### src/rtl/signed_compare_pipe.sv
// signed_compare_pipe
//   Multi-lane, two-stage pipelined comparator with a valid/ready handshake.
//   For each lane it reports one-hot EQ/LT/GT of A versus B, signed or unsigned
//   as chosen per transaction. It also returns the selected min or max operand.
//   Ordering comes from an exact (DSIZE+1)-bit difference, so operand pairs that
//   would overflow a DSIZE-bit subtract still compare correctly.
//
//   Optional feature macro: CMP_GT_CNT_EN
//     When it is defined, the cnt_clr and gt_cnt ports exist. Each lane then
//     keeps a saturating count of delivered GT results.
//     When it is undefined, those ports, the counters and CNT_W do not exist.

module signed_compare_pipe #(
    parameter int DSIZE = 16,
    parameter int NCH   = 4
`ifdef CMP_GT_CNT_EN
    ,
    parameter int CNT_W = 16
`endif
) (
    input  logic                   clk,
    input  logic                   rst_n,
    input  logic                   in_valid,
    output logic                   in_ready,
    input  logic [1:0]             in_mode,
    input  logic [NCH*DSIZE-1:0]   in_a,
    input  logic [NCH*DSIZE-1:0]   in_b,
    output logic                   out_valid,
    input  logic                   out_ready,
    output logic [NCH-1:0]         out_eq,
    output logic [NCH-1:0]         out_lt,
    output logic [NCH-1:0]         out_gt,
    output logic [NCH*DSIZE-1:0]   out_sel
`ifdef CMP_GT_CNT_EN
    ,
    input  logic                   cnt_clr,
    output logic [NCH*CNT_W-1:0]   gt_cnt
`endif
);

    // ------------------------------------------------------------------
    // Flow control
    // ------------------------------------------------------------------
    logic                  s1_valid_reg;
    logic [NCH*DSIZE-1:0]  s1_a_reg;
    logic [NCH*DSIZE-1:0]  s1_b_reg;
    logic [1:0]            s1_mode_reg;

    logic                  s2_valid_reg;
    logic [NCH-1:0]        s2_eq_reg;
    logic [NCH-1:0]        s2_lt_reg;
    logic [NCH-1:0]        s2_gt_reg;
    logic [NCH*DSIZE-1:0]  s2_sel_reg;

    logic                  adv2;
    logic                  adv1;
    logic                  in_fire;
    logic                  out_fire;

    // Each stage moves when it is empty or when its successor is moving.
    // in_ready is derived only from stage state, so it never depends on in_valid.
    assign adv2     = ~s2_valid_reg | out_ready;
    assign adv1     = ~s1_valid_reg | adv2;
    assign in_ready = adv1;
    assign in_fire  = in_valid & adv1;
    assign out_fire = s2_valid_reg & out_ready;

    // ------------------------------------------------------------------
    // Stage 1: operand capture
    // ------------------------------------------------------------------
    // Stage-1 valid tracks the input whenever the stage advances. An empty input becomes a bubble.
    always_ff @(posedge clk or negedge rst_n) begin
        if (!rst_n) begin
            s1_valid_reg <= 1'b0;
        end else if (adv1) begin
            s1_valid_reg <= in_valid;
        end
    end

    // Operand and mode registers load only on a real transfer. Otherwise they hold through stalls.
    always_ff @(posedge clk or negedge rst_n) begin
        if (!rst_n) begin
            s1_a_reg    <= '0;
            s1_b_reg    <= '0;
            s1_mode_reg <= 2'b00;
        end else if (in_fire) begin
            s1_a_reg    <= in_a;
            s1_b_reg    <= in_b;
            s1_mode_reg <= in_mode;
        end
    end

    // ------------------------------------------------------------------
    // Stage 2 combinational compare, one slice per lane
    // ------------------------------------------------------------------
    logic [NCH-1:0]        eq_next;
    logic [NCH-1:0]        lt_next;
    logic [NCH-1:0]        gt_next;
    logic [NCH*DSIZE-1:0]  sel_next;

    genvar gi;
    generate
        for (gi = 0; gi < NCH; gi = gi + 1) begin : g_lane
            logic [DSIZE-1:0] a_lane;
            logic [DSIZE-1:0] b_lane;
            logic [DSIZE:0]   ext_a;
            logic [DSIZE:0]   ext_b;
            logic [DSIZE:0]   diff;
            logic             eq_lane;
            logic             lt_lane;

            assign a_lane = s1_a_reg[gi*DSIZE +: DSIZE];
            assign b_lane = s1_b_reg[gi*DSIZE +: DSIZE];

            // Extend by one bit: zero for unsigned and sign for signed. This keeps
            // the difference exact, and its top bit is the true sign of A - B.
            assign ext_a = s1_mode_reg[0] ? {1'b0, a_lane} : {a_lane[DSIZE-1], a_lane};
            assign ext_b = s1_mode_reg[0] ? {1'b0, b_lane} : {b_lane[DSIZE-1], b_lane};
            assign diff  = ext_a - ext_b;

            assign eq_lane = (diff == '0);
            assign lt_lane = diff[DSIZE];

            assign eq_next[gi] = eq_lane;
            assign lt_next[gi] = lt_lane;
            assign gt_next[gi] = ~eq_lane & ~lt_lane;

            // Choose max or min. On equality both operands are identical, so either branch is correct.
            assign sel_next[gi*DSIZE +: DSIZE] = s1_mode_reg[1] ? (lt_lane ? b_lane : a_lane)
                                                                : (lt_lane ? a_lane : b_lane);
        end
    endgenerate

    // ------------------------------------------------------------------
    // Stage 2: result register
    // ------------------------------------------------------------------
    // Result valid takes stage-1 valid whenever the output stage advances. A stage-1 bubble therefore drains it.
    always_ff @(posedge clk or negedge rst_n) begin
        if (!rst_n) begin
            s2_valid_reg <= 1'b0;
        end else if (adv2) begin
            s2_valid_reg <= s1_valid_reg;
        end
    end

    // Result data loads only when a real transaction moves up. It holds during a stall or a bubble.
    always_ff @(posedge clk or negedge rst_n) begin
        if (!rst_n) begin
            s2_eq_reg  <= '0;
            s2_lt_reg  <= '0;
            s2_gt_reg  <= '0;
            s2_sel_reg <= '0;
        end else if (adv2 && s1_valid_reg) begin
            s2_eq_reg  <= eq_next;
            s2_lt_reg  <= lt_next;
            s2_gt_reg  <= gt_next;
            s2_sel_reg <= sel_next;
        end
    end

    assign out_valid = s2_valid_reg;
    assign out_eq    = s2_eq_reg;
    assign out_lt    = s2_lt_reg;
    assign out_gt    = s2_gt_reg;
    assign out_sel   = s2_sel_reg;

`ifdef CMP_GT_CNT_EN
    // ------------------------------------------------------------------
    // Per-lane saturating GT event counters
    // ------------------------------------------------------------------
    generate
        for (gi = 0; gi < NCH; gi = gi + 1) begin : g_cnt
            logic [CNT_W-1:0] cnt_reg;

            // Count each delivered GT result. Stop at all-ones, and let clear win over a same-cycle increment.
            always_ff @(posedge clk or negedge rst_n) begin
                if (!rst_n) begin
                    cnt_reg <= '0;
                end else if (cnt_clr) begin
                    cnt_reg <= '0;
                end else if (out_fire && s2_gt_reg[gi] && (cnt_reg != {CNT_W{1'b1}})) begin
                    cnt_reg <= cnt_reg + 1'b1;
                end
            end

            assign gt_cnt[gi*CNT_W +: CNT_W] = cnt_reg;
        end
    endgenerate
`else
    // Without the counters, the output-transfer strobe has no consumer.
    logic unused_out_fire;
    assign unused_out_fire = out_fire;
`endif

endmodule

### config.mk
export PLATFORM = sky130hd
export DESIGN_NAME = signed_compare_pipe
export DESIGN_NICKNAME = d
export VERILOG_FILES = /design/src/rtl/signed_compare_pipe.sv
export SDC_FILE = /design/constraint.sdc
export NUM_CORES = 1
export LEC_CHECK = 0
export ABC_AREA = 0
export CAP_MARGIN = 20
export CORE_UTILIZATION = 50
export CTS_CLUSTER_SIZE = 8
export DETAILED_ROUTE_END_ITERATION = 10
export GPL_TIMING_DRIVEN = 0
export PLACE_DENSITY = 0.85
export REMOVE_ABC_BUFFERS = 1
export SKIP_CTS_REPAIR_TIMING = 1
export SYNTH_ARGS = -nofsm -noshare
export SYNTH_HDL_FRONTEND = slang
export SYNTH_SLANG_ARGS = --single-unit
### constraint.sdc
create_clock -name clk -period 5.57 [get_ports clk]
set_clock_uncertainty 0.2 [all_clocks]
set_input_delay 1.114 -clock clk [delete_from_list [all_inputs] [get_ports clk]]
set_output_delay 1.114 -clock clk [all_outputs]
set_load 0.1 [all_outputs]
==> results of run 1 <==
-- area by class of cell --
class / count / area share [%]
diodes: 1 / 0.0151
clock buffers: 30 / 4.41
clock inverters: 1 / 0.121
inverters: 92 / 2.09
multi-input cells: 1002 / 45.5
flip-flops and latches: 208 / 31.5
well taps: 335 / 2.54
repair buffers: 219 / 13.8
-- cells by family after synthesis --
| logic type | count (synthesis) | share of synthesized area [%] |
|---|---|---|
| buf+inv | 165 | 5.64 |
| flops | 208 | 38.7 |
| compound gates | 395 | 19.6 |
| simple gates | 317 | 11.5 |
| fa+ha+maj | 68 | 6.55 |
| mux | 188 | 15.3 |
| xor+xnor | 34 | 2.72 |
-- worst min-delay path: cells and delay by family (launching register included) --
family | cells | cell delay [ps]
compound gates | 1 | 60
simple gates | 1 | 40
flops | 1 | 340
-- worst max-delay path by stage --
stage,to,startpoint,cells after the start
floorplan,s1_a_reg[0],out_ready,4
global placement,out_sel[4],rst_n,1
detailed placement,out_eq[2],out_ready,11
CTS,out_sel[33],s1_a_reg[32],12
global route,out_sel[33],s1_a_reg[32],12
finish,out_eq[2],out_ready,11
-- synth_stat cells (11+ instances only) --
master                       n
sky130_fd_sc_hd__inv_1      92
sky130_fd_sc_hd__o221ai_1   13
sky130_fd_sc_hd__o21ai_0    95
sky130_fd_sc_hd__o21a_1     18
sky130_fd_sc_hd__nor2_1     73
sky130_fd_sc_hd__clkbuf_1   51
sky130_fd_sc_hd__dfrtp_1   208
sky130_fd_sc_hd__or3_1      15
sky130_fd_sc_hd__xnor2_1    18
sky130_fd_sc_hd__nand3_1    16
sky130_fd_sc_hd__a21o_1     22
sky130_fd_sc_hd__nand2_1   100
sky130_fd_sc_hd__o22ai_1    40
sky130_fd_sc_hd__ha_1       64
sky130_fd_sc_hd__a211oi_1   27
sky130_fd_sc_hd__nor3_1     22
sky130_fd_sc_hd__a22oi_1    14
sky130_fd_sc_hd__nand2b_1   14
sky130_fd_sc_hd__nor2b_1    15
sky130_fd_sc_hd__a31oi_1    11
sky130_fd_sc_hd__mux2_2    140
sky130_fd_sc_hd__o21ai_1    13
sky130_fd_sc_hd__a21oi_1    69
sky130_fd_sc_hd__and3_1     17
sky130_fd_sc_hd__mux2i_1    42
-- power by group through the flow --
stage	Clock [W]	Sequential, W	Combinational (W)
6_report	0.00154	0.00219	0.00486
4_1_cts	0.00158	0.00219	0.00486
5_1_grt	0.00164	0.00224	0.00517
2_1_floorplan	0	0.00384	0.00199
3_3_place_gp	0	0.00220	0.00475
3_5_place_dp	0	0.00221	0.00483
-- per-stage QoR --
step | total power (W) | TNS [ps]
2_1_floorplan | 0.00584 | -17530
3_3_place_gp | 0.00696 | -1376240
3_5_place_dp | 0.00704 | 0
4_1_cts | 0.00862 | 0
5_1_grt | 0.00904 | 0
6_report | 0.00859 | 0
-- per-layer routing --
layer	track usage [%]	share of wire, %	routed length (um)
met4	9.06	3.2	1100
met2	43.0	49	16800
met3	4.19	5.8	1990
met1	31.4	42	14600
met5	0	0	0
==> results.json, run 1 <==
{
  "die_width_um": 166,
  "max-slew-margin-rel_pct": 27.9,
  "most_common_cell_after_layout_fill_and_taps_aside": "sky130_fd_sc_hd__clkdlybuf4s50_1",
  "avgRoutedWirePerCell_um": 18.3,
  "pin_count": 212,
  "power.clock.fraction_pct": 17.9,
  "first_global_vias": 11500,
  "placementRows": 59,
  "max-cap-violations": 0,
  "postPlaceCellArea_mm2": 0.0158,
  "p_seq_share_pct": 25.5,
  "pre_cts_ws_ps": 657,
  "min_path_cells": 2,
  "sw_frac_of_total_pct": 49.1,
  "place_hpwl_mm": 23.9,
  "worst_hold_slack_ps": 277,
  "max_incr_delay_on_cp_ps": 700,
  "post-route-min-period_ps": 4390,
  "post_synth.cell_area_avg_um2": 9.78,
  "synth_seq_cells": 208,
  "netlist.top_cell.by_area": "sky130_fd_sc_hd__dfrtp_1",
  "tritoncts.num_buffers": 29,
  "mostFrequentLayoutCells": "sky130_fd_sc_hd__clkdlybuf4s50_1 (210), sky130_fd_sc_hd__dfrtp_1 (207), sky130_fd_sc_hd__mux2_2 (140), sky130_fd_sc_hd__nand2_1 (99), sky130_fd_sc_hd__o21ai_0 (95)",
  "hold_viol": 0,
  "sequential_cell_area_mm2": 0.00521,
  "detail_route.vias_per_cell": 5.96,
  "final_design_area_no_fill_mm2": 0.0165,
  "timing.reg2reg.setup_slack_ps": 1190,
  "clk_transition_reported_paths_ps": 50,
  "core_area_mm2": 0.0262,
  "unrepaired_setup_endpoints_after_global_routing": "false",
  "asyncSetResetFlopFracSynth_pct": 100,
  "die_y_um": 166,
  "crit_path_cell_trace": "clkdlybuf4s50_1 > nor2b_1 > nor2b_4 > buf_12 > o2111ai_1 > or4_1 > a211o_1 > nor4_1 > o2111ai_1 > nor4_1 > a22o_2",
  "peakVddDrop_v": 0.000383,
  "die-area_mm2": 0.0276,
  "detailroute.via_count": 11300,
  "finalMaxSlewViolations": 0,
  "grt_pass1_wl_mm": 57.1,
  "worst-endpoint-required_ps": 5850,
  "initial_core_util_pct": 51.3,
  "yosys_warnings": 0,
  "critical_path.startpoint_type": "input port",
  "ant_nets": 0,
  "cts_tree": "done",
  "drt-pass1-iter-count": 8,
  "critical_path.max_fanout": 35,
  "syn_inst": 1375,
  "timing.critical_path.buf_inv": 2,
  "netlist_area_pre_place_mm2": 0.0135,
  "number_of_enable_flip_flop_cells_after_synthesis": 0,
  "area_delta_synth_final_pct": 22.9,
  "design.final.nets": 1754,
  "worstMarginPinSlew_ps": 1080,
  "critical_path_class": "input port to register",
  "hold_path.startpoint": "out_sel[18]",
  "ys.flop_type": "sky130_fd_sc_hd__dfrtp_1",
  "antenna_found_initial": 1,
  "multiInputGateArea_mm2": 0.00752,
  "finalSetupViolCount": 0,
  "io_buffers": 211,
  "path_delay_family": "simple AND/OR/NAND/NOR gates",
  "synth_top_area_share_pct": 38.7,
  "r2r-end": "out_sel[33]",
  "drc": 12,
  "clock-sinks": 208,
  "wl_mm": 34.5,
  "cp-end-kind": "register",
  "synth_top_cells_by_area": "sky130_fd_sc_hd__dfrtp_1 (39%), sky130_fd_sc_hd__mux2_2 (12%), sky130_fd_sc_hd__ha_1 (6.0%)",
  "globalRoute.totalOverflow": 0,
  "final_min_period_over_clock_period_pct": 78.8,
  "maxClockFrequency_mhz": 228,
  "dp_cells": 1855,
  "hold_path_class": "register to register",
  "finalCoreUtilization_pct": 63.1,
  "fin_ws_ps": 1180,
  "crit_arrival_ps": 4670,
  "h-tree-depth": 1,
  "nFillCells": 2126,
  "worst_hold_path.endpoint": "out_sel[18]",
  "cts.root.buffer_cell": "sky130_fd_sc_hd__clkbuf_16",
  "crit_path_top_delay_cell": "sky130_fd_sc_hd__nor2b_4",
  "power_leakage_nw": 7.13,
  "gp_congestion": 0.909,
  "switching_power_w": 0.00422,
  "longest_clk_path_bufs": 3,
  "clock_latency_ps": 550,
  "synth.distinct_cells": 87,
  "power_per_cell_area_mw_per_mm2": 519,
  "grt_start_max_net_pins": 111,
  "drt-initial-drc-count": 782,
  "drive_above_1_share_pct": 14.2,
  "failed_checks": "design-rule violations",
  "share_comb_of_total_power_pct": 56.6,
  "reg2regPathDepth": 12,
  "grt_use_total_pct": 24.9,
  "synth_sequential_area_ratio_pct": 38.7,
  "power.internal_w": 0.00437,
  "worstReg2RegStart": "s1_a_reg[32]",
  "final-instance-count-excl-fill": 1888,
  "run_status": "finished with violations"
}
Power figures use the tool's default switching activity.
==> run 2: changes to the inputs <==
Clock period 5.57 ns to 4.13 ns, I/O delays scaled along.
==> run 2 against run 1 <==
  * Worst hold slack worse by 200 ps
  * Core utilization up 0.38 points
  * Power up 36%
  * Cell area up 0.60%
  * Via count up 0.60%
  * Largest power group unchanged
  * Final cell count up 0.42%
  * Setup slack worse by 1100 ps
  * Global-route usage unchanged
  * Count of clock-buffer cells in the layout unchanged
  * Sequential cell count unchanged
  * Highest routed layer unchanged
  * The flow still finishes with violations (design-rule violations)
  * Sequential power up 35%
==> results.json, run 2 (same netlist as run 1, synthesis figures left out) <==
{
  "drt-pass1-iter-count": 8,
  "critical_path.startpoint_type": "input port",
  "io_buffers": 211,
  "max-slew-margin-rel_pct": 25.2,
  "power.internal_w": 0.00594,
  "wl_mm": 35.1,
  "design.final.nets": 1762,
  "worst-endpoint-required_ps": 3100,
  "finalMaxSlewViolations": 0,
  "hold_path_class": "input port to async pin",
  "initial_core_util_pct": 51.3,
  "run_status": "finished with violations",
  "die_width_um": 166,
  "hold_viol": 0,
  "wl_met2_mm": 17.0,
  "power_per_cell_area_mw_per_mm2": 702,
  "h-tree-depth": 1,
  "clock-sinks": 208,
  "unrepaired_setup_endpoints_after_global_routing": "false",
  "core_area_mm2": 0.0262,
  "maxClockFrequency_mhz": 249,
  "longest_clk_path_bufs": 3,
  "mostFrequentLayoutCells": "sky130_fd_sc_hd__clkdlybuf4s50_1 (210), sky130_fd_sc_hd__dfrtp_1 (207), sky130_fd_sc_hd__mux2_2 (140), sky130_fd_sc_hd__nand2_1 (99), sky130_fd_sc_hd__o21ai_0 (95)",
  "cts_tree": "done",
  "pin_count": 212,
  "cts.root.buffer_cell": "sky130_fd_sc_hd__clkbuf_16",
  "tritoncts.num_buffers": 29,
  "grt_start_max_net_pins": 111,
  "dp_cells": 1855,
  "cp-end-kind": "primary output",
  "setup-tns-final_ps": 0,
  "failed_checks": "design-rule violations",
  "first_global_vias": 11500,
  "worstMarginPinSlew_ps": 1120,
  "crit_arrival_ps": 2990,
  "die-area_mm2": 0.0276,
  "power_leakage_nw": 7.17,
  "power.clock.fraction_pct": 17.7,
  "nFillCells": 2113,
  "area_delta_synth_final_pct": 23.6,
  "finalSetupViolCount": 0,
  "ant_nets": 0,
  "post-route-min-period_ps": 4020,
  "die_y_um": 166,
  "route.top_layer_used": "met4",
  "detailroute.via_count": 11300,
  "gp_congestion": 0.909,
  "switching_power_w": 0.00574,
  "p_seq_share_pct": 25.3,
  "detail_route.vias_per_cell": 5.97,
  "critical_path_class": "input port to primary output",
  "clock_latency_ps": 550,
  "report.power.total_w": 0.0117,
  "drt-initial-drc-count": 853,
  "antenna_found_initial": 1,
  "wl_met3_mm": 2.25,
  "placementRows": 59,
  "avgRoutedWirePerCell_um": 18.5,
  "max-cap-violations": 0,
  "share_comb_of_total_power_pct": 57.0,
  "final-instance-count-excl-fill": 1896,
  "grt_use_total_pct": 24.9,
  "final_min_period_over_clock_period_pct": 97.2,
  "sw_frac_of_total_pct": 49.1,
  "most_common_cell_after_layout_fill_and_taps_aside": "sky130_fd_sc_hd__clkdlybuf4s50_1",
  "drive_above_1_share_pct": 14.7,
  "globalRoute.totalOverflow": 0,
  "grt_pass1_wl_mm": 57.1,
  "clk_transition_reported_paths_ps": 50,
  "peakVddDrop_v": 0.000516,
  "wirelength_met1_mm": 14.7,
  "place_hpwl_mm": 23.9,
  "critical_path.max_fanout": 5,
  "drc": 12
}
[run 2: cell count changes in the layout (fill, tap and decap cells not counted), sizes merged]
cell | before | now
a311o | 1 | 3
buf | 8 | 13
nor2b | 15 | 16
[run 2: cell type report]
type                            count  area, um^2  share of cell area, %
Antenna cell                        1        2.50                 0.0150
Timing Repair Buffer              224        2340                   14.1
Sequential cell                   208        5210                   31.3
Clock buffer                       30         729                   4.39
Multi-Input combinational cell   1005        7570                   45.5
Clock inverter                      1        20.0                  0.120
Inverter                           92         345                   2.08
Tap cell                          335         419                   2.52
[run 2: worst max-delay path, stage by stage]
cell and delay (ps):
sky130_fd_sc_hd__clkdlybuf4s50_1 400, sky130_fd_sc_hd__nor2b_1 500, sky130_fd_sc_hd__nand2_1 240, sky130_fd_sc_hd__clkdlybuf4s50_1 1020
[run 2: power groups by stage]
stage	combinational, W	sequential [W]	clock, W
6_report	0.00666	0.00295	0.00207
2_1_floorplan	0.00269	0.00518	0
4_1_cts	0.00655	0.00295	0.00213
3_3_place_gp	0.00641	0.00297	0
3_5_place_dp	0.00652	0.00298	0
5_1_grt	0.00707	0.00302	0.00221
[run 2: metrics by stage]
step,instance area (um^2),hold slack (ps),utilization (%),setup slack (ps)
6_report,16600,74.6,63.5,114
3_5_place_dp,15800,265,60.2,-495
5_1_grt,16600,147,63.5,46.5
2_1_floorplan,13000,279,-,-1480
3_3_place_gp,15600,262,59.4,-6680
4_1_cts,16500,123,63.0,-221
[run 2: path summary, 6_finish.rpt]
path | start | endpoint | slack, ps | cells after the start
max | out_ready | in_ready | 110 | 4
max in group asynchronous | rst_n | s1_mode_reg[1] | 2600 | 2
min | rst_n | out_sel[56] | 70 | 1
min in group clk | out_sel[18] | out_sel[18] | 280 | 2
max reg2reg | s1_a_reg[48] | out_sel[55] | 230 | 13
min reg2reg | out_sel[18] | out_sel[18] | 280 | 2
[run 2: layer usage]
| metal | global-route usage, % | vias to the layer above |
|---|---|---|
| met1 | 31.4 | 5484 |
| li1 | - | 5384 |
| met2 | 43.0 | 377 |
| met4 | 9.06 | 0 |
| met3 | 4.19 | 74 |
| met5 | 0 | - |
==> run 3: changes to the inputs <==
Settings changed: CTS_CLUSTER_SIZE 8 to 10, GPL_TIMING_DRIVEN 0 to 1, TNS_END_PERCENT set to 1.
==> run 3 against run 2 <==
  * Critical endpoint is now out_sel[51]
  * The flow still finishes with violations (design-rule violations)
  * Final cell count is 0.69% higher
  * Via count is 0.67% lower
  * Largest cell class unchanged
  * First-iteration DRC count is 8.0% lower
==> results.json, run 3 (same netlist as run 1, synthesis figures left out) <==
{
  "mostFrequentLayoutCells": "sky130_fd_sc_hd__clkdlybuf4s50_1 (209), sky130_fd_sc_hd__dfrtp_1 (207), sky130_fd_sc_hd__mux2_2 (140), sky130_fd_sc_hd__nand2_1 (99), sky130_fd_sc_hd__o21ai_0 (95)",
  "longest_clk_path_bufs": 3,
  "maxClockFrequency_mhz": 266,
  "worstReg2RegStart": "s1_a_reg[48]",
  "die_y_um": 166,
  "avgRoutedWirePerCell_um": 18.2,
  "die-area_mm2": 0.0276,
  "wl_mm": 34.7,
  "crit_path_end": "out_sel[51]",
  "worstMarginPinSlew_ps": 1060,
  "detailroute.via_count": 11200,
  "dp_cells": 1874,
  "power_per_cell_area_mw_per_mm2": 700,
  "ant_nets": 0,
  "r2r-end": "out_sel[51]",
  "run_status": "finished with violations",
  "drc": 12,
  "finalMaxSlewViolations": 0,
  "grt_start_max_net_pins": 86,
  "clk_transition_reported_paths_ps": 60,
  "crit_arrival_ps": 3960,
  "final_min_period_over_clock_period_pct": 91.1,
  "globalRoute.totalOverflow": 0,
  "fin_ws_ps": 366,
  "cts_tree": "done",
  "placementRows": 59,
  "place_hpwl_mm": 24.4,
  "critical_path.max_fanout": 15,
  "grt.met2_usage_pct": 43.9,
  "io_buffers": 211,
  "worst-endpoint-required_ps": 4330,
  "clock-sinks": 208,
  "max-cap-violations": 0,
  "use_met3_pct": 4.27,
  "gp_congestion": 0.910,
  "drt-initial-drc-count": 785,
  "gr-max-usage-layer": "met2",
  "pin_count": 212,
  "design.final.nets": 1768,
  "critical_path.startpoint_type": "register",
  "hold_path_class": "input port to async pin",
  "clock_latency_ps": 530,
  "unrepaired_setup_endpoints_after_global_routing": "false",
  "critical_path_class": "register to register",
  "num_antenna_cells": 0,
  "critPathLaunch": "s1_a_reg[48]",
  "failed_checks": "design-rule violations",
  "area_delta_synth_final_pct": 23.0,
  "final-instance-count-excl-fill": 1909,
  "cp-end-kind": "register",
  "initial_core_util_pct": 51.3,
  "detail_route.vias_per_cell": 5.89,
  "grt_pass1_wl_mm": 57.4,
  "h-tree-depth": 1,
  "tritoncts.num_buffers": 25,
  "hold_viol": 0,
  "timing.reg2reg.setup_slack_ps": 370,
  "power_leakage_nw": 7.17,
  "nFillCells": 2089,
  "report.power.total_w": 0.0116,
  "post-route-min-period_ps": 3760,
  "global_route_met1_utilization_pct": 31.9,
  "drive_above_1_share_pct": 15.1,
  "pre_cts_ws_ps": 218,
  "drt-pass1-iter-count": 8,
  "grt_use_total_pct": 25.1,
  "cts.root.buffer_cell": "sky130_fd_sc_hd__clkbuf_16",
  "reg2regPathDepth": 12,
  "most_common_cell_after_layout_fill_and_taps_aside": "sky130_fd_sc_hd__clkdlybuf4s50_1",
  "max-slew-margin-rel_pct": 29.2,
  "die_width_um": 166,
  "peakVddDrop_v": 0.000590,
  "finalCoreUtilization_pct": 63.2,
  "finalSetupViolCount": 0,
  "core_area_mm2": 0.0262,
  "first_global_vias": 11300,
  "antenna_found_initial": 0
}
## run 3: area by class of cell
type / instances / area (um^2) / share of cell area (%)
sequential: 208 / 5210 / 31.5
inverter: 92 / 345 / 2.09
multi-input combinational: 1002 / 7520 / 45.4
clock buffer: 33 / 666 / 4.02
tap: 335 / 419 / 2.53
timing repair buffer: 237 / 2350 / 14.2
clock inverter: 2 / 50.0 / 0.302
## run 3: critical path: stages (launching register included)
cell and delay [ps]:
sky130_fd_sc_hd__dfrtp_1 360, sky130_fd_sc_hd__inv_1 60, sky130_fd_sc_hd__ha_1 220, sky130_fd_sc_hd__fa_1 410, sky130_fd_sc_hd__nor2b_1 170, sky130_fd_sc_hd__o31a_1 250
sky130_fd_sc_hd__o311a_1 220, sky130_fd_sc_hd__o21ai_1 80, sky130_fd_sc_hd__a311o_1 350, sky130_fd_sc_hd__xnor2_4 540, sky130_fd_sc_hd__mux2_2 410, sky130_fd_sc_hd__o221ai_1 190
sky130_fd_sc_hd__a22oi_1 150
## run 3: worst min-delay path by stage
| stage | from | end | slack, ps | depth (start not counted) |
|---|---|---|---|---|
| after floorplan | s1_valid_reg | out_valid | 280 | 1 |
| after global placement | out_eq[1] | out_eq[1] | 260 | 1 |
| after detailed placement | out_sel[17] | out_sel[17] | 270 | 2 |
| after CTS | rst_n | s1_a_reg[56] | 150 | 1 |
| after global routing | rst_n | out_sel[56] | 170 | 1 |
| final | rst_n | out_sel[56] | 130 | 1 |
## run 3: stage by stage
stage / setup TNS (ps) / area, um^2 / hold slack (ps)
final: 0 / 16600 / 127
after global routing: 0 / 16600 / 171
after CTS: 0 / 16500 / 146
after detailed placement: 0 / 15800 / 269
after global placement: 0 / 15800 / 263
after floorplan: -210840 / 13000 / 279
## run 3: report_power, final
group	switching, W	internal, W	leakage [nW]
Combinational	0.00446	0.00217	4.37
Clock	0.000832	0.00118	0.347
Sequential	0.000414	0.00254	2.45
## run 3: layer usage
metal	share of wire [%]	wire [um]
met2	49	17000
met1	43	14900
met4	2.3	785
met3	5.8	2000
met5	0	0
